==> config.mk <==
export PLATFORM = sky130hd
export DESIGN_NAME = game_score_keeper
export DESIGN_NICKNAME = d
export VERILOG_FILES = /design/src/rtl/game_pkg.sv /design/src/rtl/button_debouncer.sv /design/src/rtl/game_score_keeper.sv
export SDC_FILE = /design/constraint.sdc
export NUM_CORES = 1
export LEC_CHECK = 0
export ABC_AREA = 1
export BUFFER_PORTS_ARGS = -buffer_cell sky130_fd_sc_hd__buf_2
export CORE_MARGIN = 2
export CORE_UTILIZATION = 45
export DETAILED_ROUTE_END_ITERATION = 6
export HOLD_SLACK_MARGIN = 0.08
export PLACE_DENSITY = 0.66
export SYNTH_ARGS = -nofsm -noshare
export SYNTH_HDL_FRONTEND = slang
export SYNTH_SLANG_ARGS = --single-unit
==> constraint.sdc <==
create_clock -name clk -period 1.55 [get_ports clk]
set_clock_uncertainty 0.15 [all_clocks]
set_input_delay 0.31 -clock clk [delete_from_list [all_inputs] [get_ports clk]]
set_output_delay 0.31 -clock clk [all_outputs]
set_load 0.05 [all_outputs]
==> src/rtl/game_pkg.sv <==
// Shared types and widths for the score keeper: game state encoding and
// the widths of the score and lives buses feeding the 7-segment driver.
package game_pkg;

  localparam int SCORE_W = 8;
  localparam int LIVES_W = 4;

  typedef enum logic [1:0] {
    IDLE      = 2'b00,
    PLAY      = 2'b01,
    GAME_OVER = 2'b10
  } state_e;

endpackage

==> src/rtl/button_debouncer.sv <==
// Synchronises a raw bouncy push-button into the clock domain, debounces it,
// and emits a one-cycle pulse on each debounced press (release is silent).
module button_debouncer #(
  parameter int DEBOUNCE_CYCLES = 500000
) (
  input  logic clk,
  input  logic rst,
  input  logic btn_raw,
  output logic btn_level,
  output logic btn_rise
);

  localparam int CNT_W = $clog2(DEBOUNCE_CYCLES + 1);

  logic             sync1_q;
  logic             sync2_q;
  logic             level_q;
  logic             rise_q;
  logic [CNT_W-1:0] cnt_q;

  // The count only advances while the synchronised input disagrees with the
  // accepted level; any agreement (a bounce back) restarts it from zero.
  always_ff @(posedge clk) begin
    if (rst) begin
      sync1_q <= 1'b0;
      sync2_q <= 1'b0;
      level_q <= 1'b0;
      rise_q  <= 1'b0;
      cnt_q   <= '0;
    end else begin
      sync1_q <= btn_raw;
      sync2_q <= sync1_q;
      rise_q  <= 1'b0;
      if (sync2_q != level_q) begin
        if (cnt_q == CNT_W'(DEBOUNCE_CYCLES - 1)) begin
          level_q <= sync2_q;
          rise_q  <= sync2_q;
          cnt_q   <= '0;
        end else begin
          cnt_q <= cnt_q + CNT_W'(1);
        end
      end else begin
        cnt_q <= '0;
      end
    end
  end

  assign btn_level = level_q;
  assign btn_rise  = rise_q;

endmodule

==> src/rtl/game_score_keeper.sv <==
// Owns game score and lives for the display driver and runs the
// IDLE / PLAY / GAME_OVER flow driven by hit/miss pulses and the start button.
module game_score_keeper
  import game_pkg::*;
#(
  parameter int START_LIVES     = 3,
  parameter int MAX_SCORE       = 99,
  parameter int HIT_POINTS      = 1,
  parameter int DEBOUNCE_CYCLES = 500000
) (
  input  logic               clk,
  input  logic               rst,
  input  logic               start_btn,
  input  logic               hit,
  input  logic               miss,
  output logic [SCORE_W-1:0] displayNumber,
  output logic [LIVES_W-1:0] lives,
  output logic               playing,
  output logic               game_over
);

  if (START_LIVES < 1 || START_LIVES > 9) begin : g_bad_start_lives
    $error("START_LIVES must be 1..9");
  end
  if (MAX_SCORE < 1 || MAX_SCORE > 99) begin : g_bad_max_score
    $error("MAX_SCORE must be 1..99");
  end
  if (HIT_POINTS < 1 || HIT_POINTS > MAX_SCORE) begin : g_bad_hit_points
    $error("HIT_POINTS must be 1..MAX_SCORE");
  end
  if (DEBOUNCE_CYCLES < 1) begin : g_bad_debounce
    $error("DEBOUNCE_CYCLES must be at least 1");
  end

  logic btn_level;
  logic btn_rise;
  logic start_pulse;

  button_debouncer #(
    .DEBOUNCE_CYCLES(DEBOUNCE_CYCLES)
  ) u_debouncer (
    .clk      (clk),
    .rst      (rst),
    .btn_raw  (start_btn),
    .btn_level(btn_level),
    .btn_rise (btn_rise)
  );

  assign start_pulse = btn_rise & btn_level;

  state_e             state_q, state_d;
  logic [SCORE_W-1:0] score_q, score_d;
  logic [LIVES_W-1:0] lives_q, lives_d;
  logic               playing_q;
  logic               game_over_q;
  logic [SCORE_W-1:0] score_sum;

  // Both operands fit in 8 bits with room to spare (99 + 99), so the sum
  // never wraps before the saturation compare.
  assign score_sum = score_q + SCORE_W'(HIT_POINTS);

  always_comb begin
    state_d = state_q;
    score_d = score_q;
    lives_d = lives_q;
    unique case (state_q)
      IDLE: begin
        if (start_pulse) begin
          state_d = PLAY;
          score_d = '0;
          lives_d = LIVES_W'(START_LIVES);
        end
      end
      PLAY: begin
        if (miss) begin
          if (lives_q <= LIVES_W'(1)) begin
            lives_d = '0;
            state_d = GAME_OVER;
          end else begin
            lives_d = lives_q - LIVES_W'(1);
          end
        end else if (hit) begin
          score_d = (score_sum > SCORE_W'(MAX_SCORE)) ? SCORE_W'(MAX_SCORE) : score_sum;
        end
      end
      GAME_OVER: begin
        lives_d = '0;
        if (start_pulse) begin
          state_d = PLAY;
          score_d = '0;
          lives_d = LIVES_W'(START_LIVES);
        end
      end
      default: state_d = IDLE;
    endcase
  end

  // Status flags decode the next state so they line up with score/lives.
  always_ff @(posedge clk) begin
    if (rst) begin
      state_q     <= IDLE;
      score_q     <= '0;
      lives_q     <= LIVES_W'(START_LIVES);
      playing_q   <= 1'b0;
      game_over_q <= 1'b0;
    end else begin
      state_q     <= state_d;
      score_q     <= score_d;
      lives_q     <= lives_d;
      playing_q   <= (state_d == PLAY);
      game_over_q <= (state_d == GAME_OVER);
    end
  end

  assign displayNumber = score_q;
  assign lives         = lives_q;
  assign playing       = playing_q;
  assign game_over     = game_over_q;

endmodule

==> qor.yml <==
status:
  outcome: "finished clean"
floorplan:
  start_util: 0.4700
  chipHeight_um: 71.67
  floorplan.core_area_um2: 4384
  die_width_um: 71.67
  placementRows: 24
  dieArea_um2: 5137
  boundaryPins: 19
setup_path:
  worstPathMaxFanout: 7
  cp_slowest_stage_delay_ns: 0.34
  timing.critical_path.cells: "inv_2 -> ha_4 -> o21ai_4 -> nand3_2 -> nor3_4 -> nand4_1 -> a21oi_1"
  criticalPathCategory: "reg -> reg"
  cpMaxStageDelayCell: "dfxtp_2"
  timing.critical_path.max_delay_family: "simple AND/OR/NAND/NOR gates"
  critPathLaunchType: "flip-flop"
  end_kind: "flip-flop"
  critical_path_buf_inv_count: 1
  worst_ep_arrival_time_ns: 1.61
  timing.critical_path.required_ns: 1.61
pwr:
  p_total_mw: 1.730
  cellLeakagePower_nw: 1.183
  power.density_cell_area_nw_per_um2: 610.0
  ir_drop_uv: 536.7
routing:
  drt.antenna.violating_nets: 0
  remaining_drc_errors: 0
  drt-wirelength-per-cell_um: 11.63
  drt_first_iter_violations: 82
  drt_wl_total_um: 4592
  via_count: 1952
  via_per_inst: 4.942
  firstDrtPassIters: 4
synth:
  synth-async-reset-ratio: 0
  synth_cell_type_count: 31
  synth.avg_cell_area_um2: 7.205
  mapped_nets: 300
  postSynth.topFlopCell: "dfxtp_1"
  netlist_area_um2: 2061
  edff_count_synth: 0
  yosys_warning_total: 0
  ys_seq_area_frac: 0.3789
  post_synth_inst_count: 286
  synth.ff_latch_count: 39
finish:
  num-nets-final: 356
  layout_commonest_cell: "nand2_1"
  diodes: 0
  finalInstanceArea_um2: 2836
  mostFrequentLayoutCells: "nand2_1 (60), inv_1 (33), buf_4 (31), nor2_1 (27), dfxtp_1 (20)"
  share_of_cells_above_drive_strength_1: 0.3936
  filler_cell_count: 382
  post-route-util: 0.6470
  areaGrowthSynthToFinish_pct: 37.64
  fin_cells: 395
timing:
  fin_worst_hold_slack_ns: 0.2156
  final-setup-viol-count: 0
  finalCriticalPeriod_ns: 1.546
  totalNegativeSetupSlack_ns: 0
  max_slew_vio_count: 0
  postLayoutSetupSlackWorst_ns: 0.003504
  clock.fmax_mhz: 646.6
  rel_slew_slack: 0.7157
  finalCritPeriodShare: 0.9977
  worst-slew-pin-transition_ns: 0.4232
  report.final.hold_viol_count: 0
  unrepaired_setup_endpoints_after_global_routing: "yes"
placement:
  dp.cells: 383
  placement.cell_area_um2: 2489
  place.port_buffers: 18
  post-dp-hpwl_um: 3244
  replace_congestion: 0.8332
  post-place-ws_ns: -0.03650
clocking:
  cts-htree-levels: 2
  clk_pin_slew_worst_setup_hold_paths_ns: 0.08
  clock_tree_from_tritoncts: "yes"
  clock_latency_ns: 0.29
  cts_root_buffer: "clkbuf_8"
  cts_max_path_buffers: 2
  cts_made_buffers: 5
  cts.sinks: 39
global_route:
  antenna_found_initial: 0
  pin_count_of_the_biggest_net_entering_global_routing: 19
  grt_util_met2: 0.2778
  global_route.usage.total: 0.1726
  global_route_wire_length_before_repair_um: 7196
  top_usage_layer: "met2"
  groute.layer.met1.usage: 0.2329
  grt_util_met3: 0.04219
  grt.overflow.total: 0
  grt_pass1_vias: 1715
worst_hold_path:
  hold_class: "in -> reg"
run:
  drv.max_cap_violation_count: 0
-- registers in the layout, indices dropped and copies added, names as in the netlist --
register	count
displayNumber	8
game_over	1
lives	4
playing	1
state_q	2
u_debouncer.btn_level	1
u_debouncer.btn_rise	1
u_debouncer.cnt_q	19
u_debouncer.sync1_q	1
u_debouncer.sync2_q	1
-- area by class of cell --
class                           count  area (um2)  area share
Sequential cell                    39       817.0      0.2880
Clock inverter                      1       5.005    0.001764
Inverter                           38       142.6     0.05029
Timing Repair Buffer               52       355.3      0.1253
Multi-Input combinational cell    206        1365      0.4813
Clock buffer                        7       86.33     0.03044
Tap cell                           52       65.06     0.02294
-- logic make-up after synthesis --
group                      count (synthesis)  share of synthesized area
xor gates and xnor gates                   9                    0.03825
and+or+nand+nor                          156                     0.3692
AOI/OAI and AO/OA                         32                    0.08075
buffers and inverters                     41                    0.07832
adders and majority gates                  9                    0.05465
DFF                                       39                     0.3789
-- per-layer routing --
metal / vias to the layer above / part of all wire
met3: 2 / 0.041
li1: 1042 / -
met5: - / 0
met4: 0 / 0.0033
met1: 871 / 0.48
met2: 37 / 0.48
-- power by group --
group / internal (mW) / switching (mW)
Clock: 0.359 / 0.337
Sequential: 0.996 / 0.00177
Combinational: 0.0140 / 0.0234
Total: 1.37 / 0.362
-- timing repair --
| item | 4_1_cts | 5_1_grt |
|---|---|---|
| pin swaps | 7 | 17 |
| resized for setup | 9 | 52 |
| setup buffers | 1 | 2 |
| endpoints found under the hold margin | 1 | 0 |
| hold buffers | 1 | 0 |
| endpoints found under the setup margin | 9 | 29 |
-- final timing paths --
path | start | endpoint | cells after the start | slack, ns
worst max-delay path | state_q[1] | displayNumber[2] | 7 | 0.004
worst min-delay path | rst | u_debouncer.btn_rise | 4 | 0.22
worst max register to register | state_q[1] | displayNumber[2] | 7 | 0.004
worst min register to register | u_debouncer.sync1_q | u_debouncer.sync2_q | 2 | 0.26
-- cells in the mapped netlist (2+ instances only) --
| master | count | area, um2 |
|---|---|---|
| nand2_1 | 65 | 244.0 |
| dfxtp_1 | 39 | 780.8 |
| inv_1 | 37 | 138.9 |
| nor2_1 | 33 | 123.9 |
| nand3_1 | 17 | 85.08 |
| a21oi_1 | 16 | 80.08 |
| o21ai_0 | 12 | 60.06 |
| nand4_1 | 10 | 62.56 |
| ha_1 | 9 | 112.6 |
| nor3_1 | 8 | 40.04 |
| xor2_1 | 7 | 61.31 |
| nand2_2 | 3 | 18.77 |
| nand3_2 | 3 | 30.03 |
| nor3_2 | 3 | 30.03 |
| nor3b_1 | 3 | 22.52 |
| clkbuf_1 | 2 | 7.510 |
| nand3b_1 | 2 | 15.01 |
| o211ai_1 | 2 | 15.01 |
| or2_2 | 2 | 12.51 |
| xnor2_1 | 2 | 17.52 |
-- worst reg2reg max path, cell delays in order (launching register included) --
cell and delay [ns]:
dfxtp_2 0.34, inv_2 0.06, ha_4 0.17, o21ai_4 0.06, nand3_2 0.11, nor3_4 0.29, nand4_1 0.15, a21oi_1 0.15
Note: power is estimated with default switching activity, not from simulation.
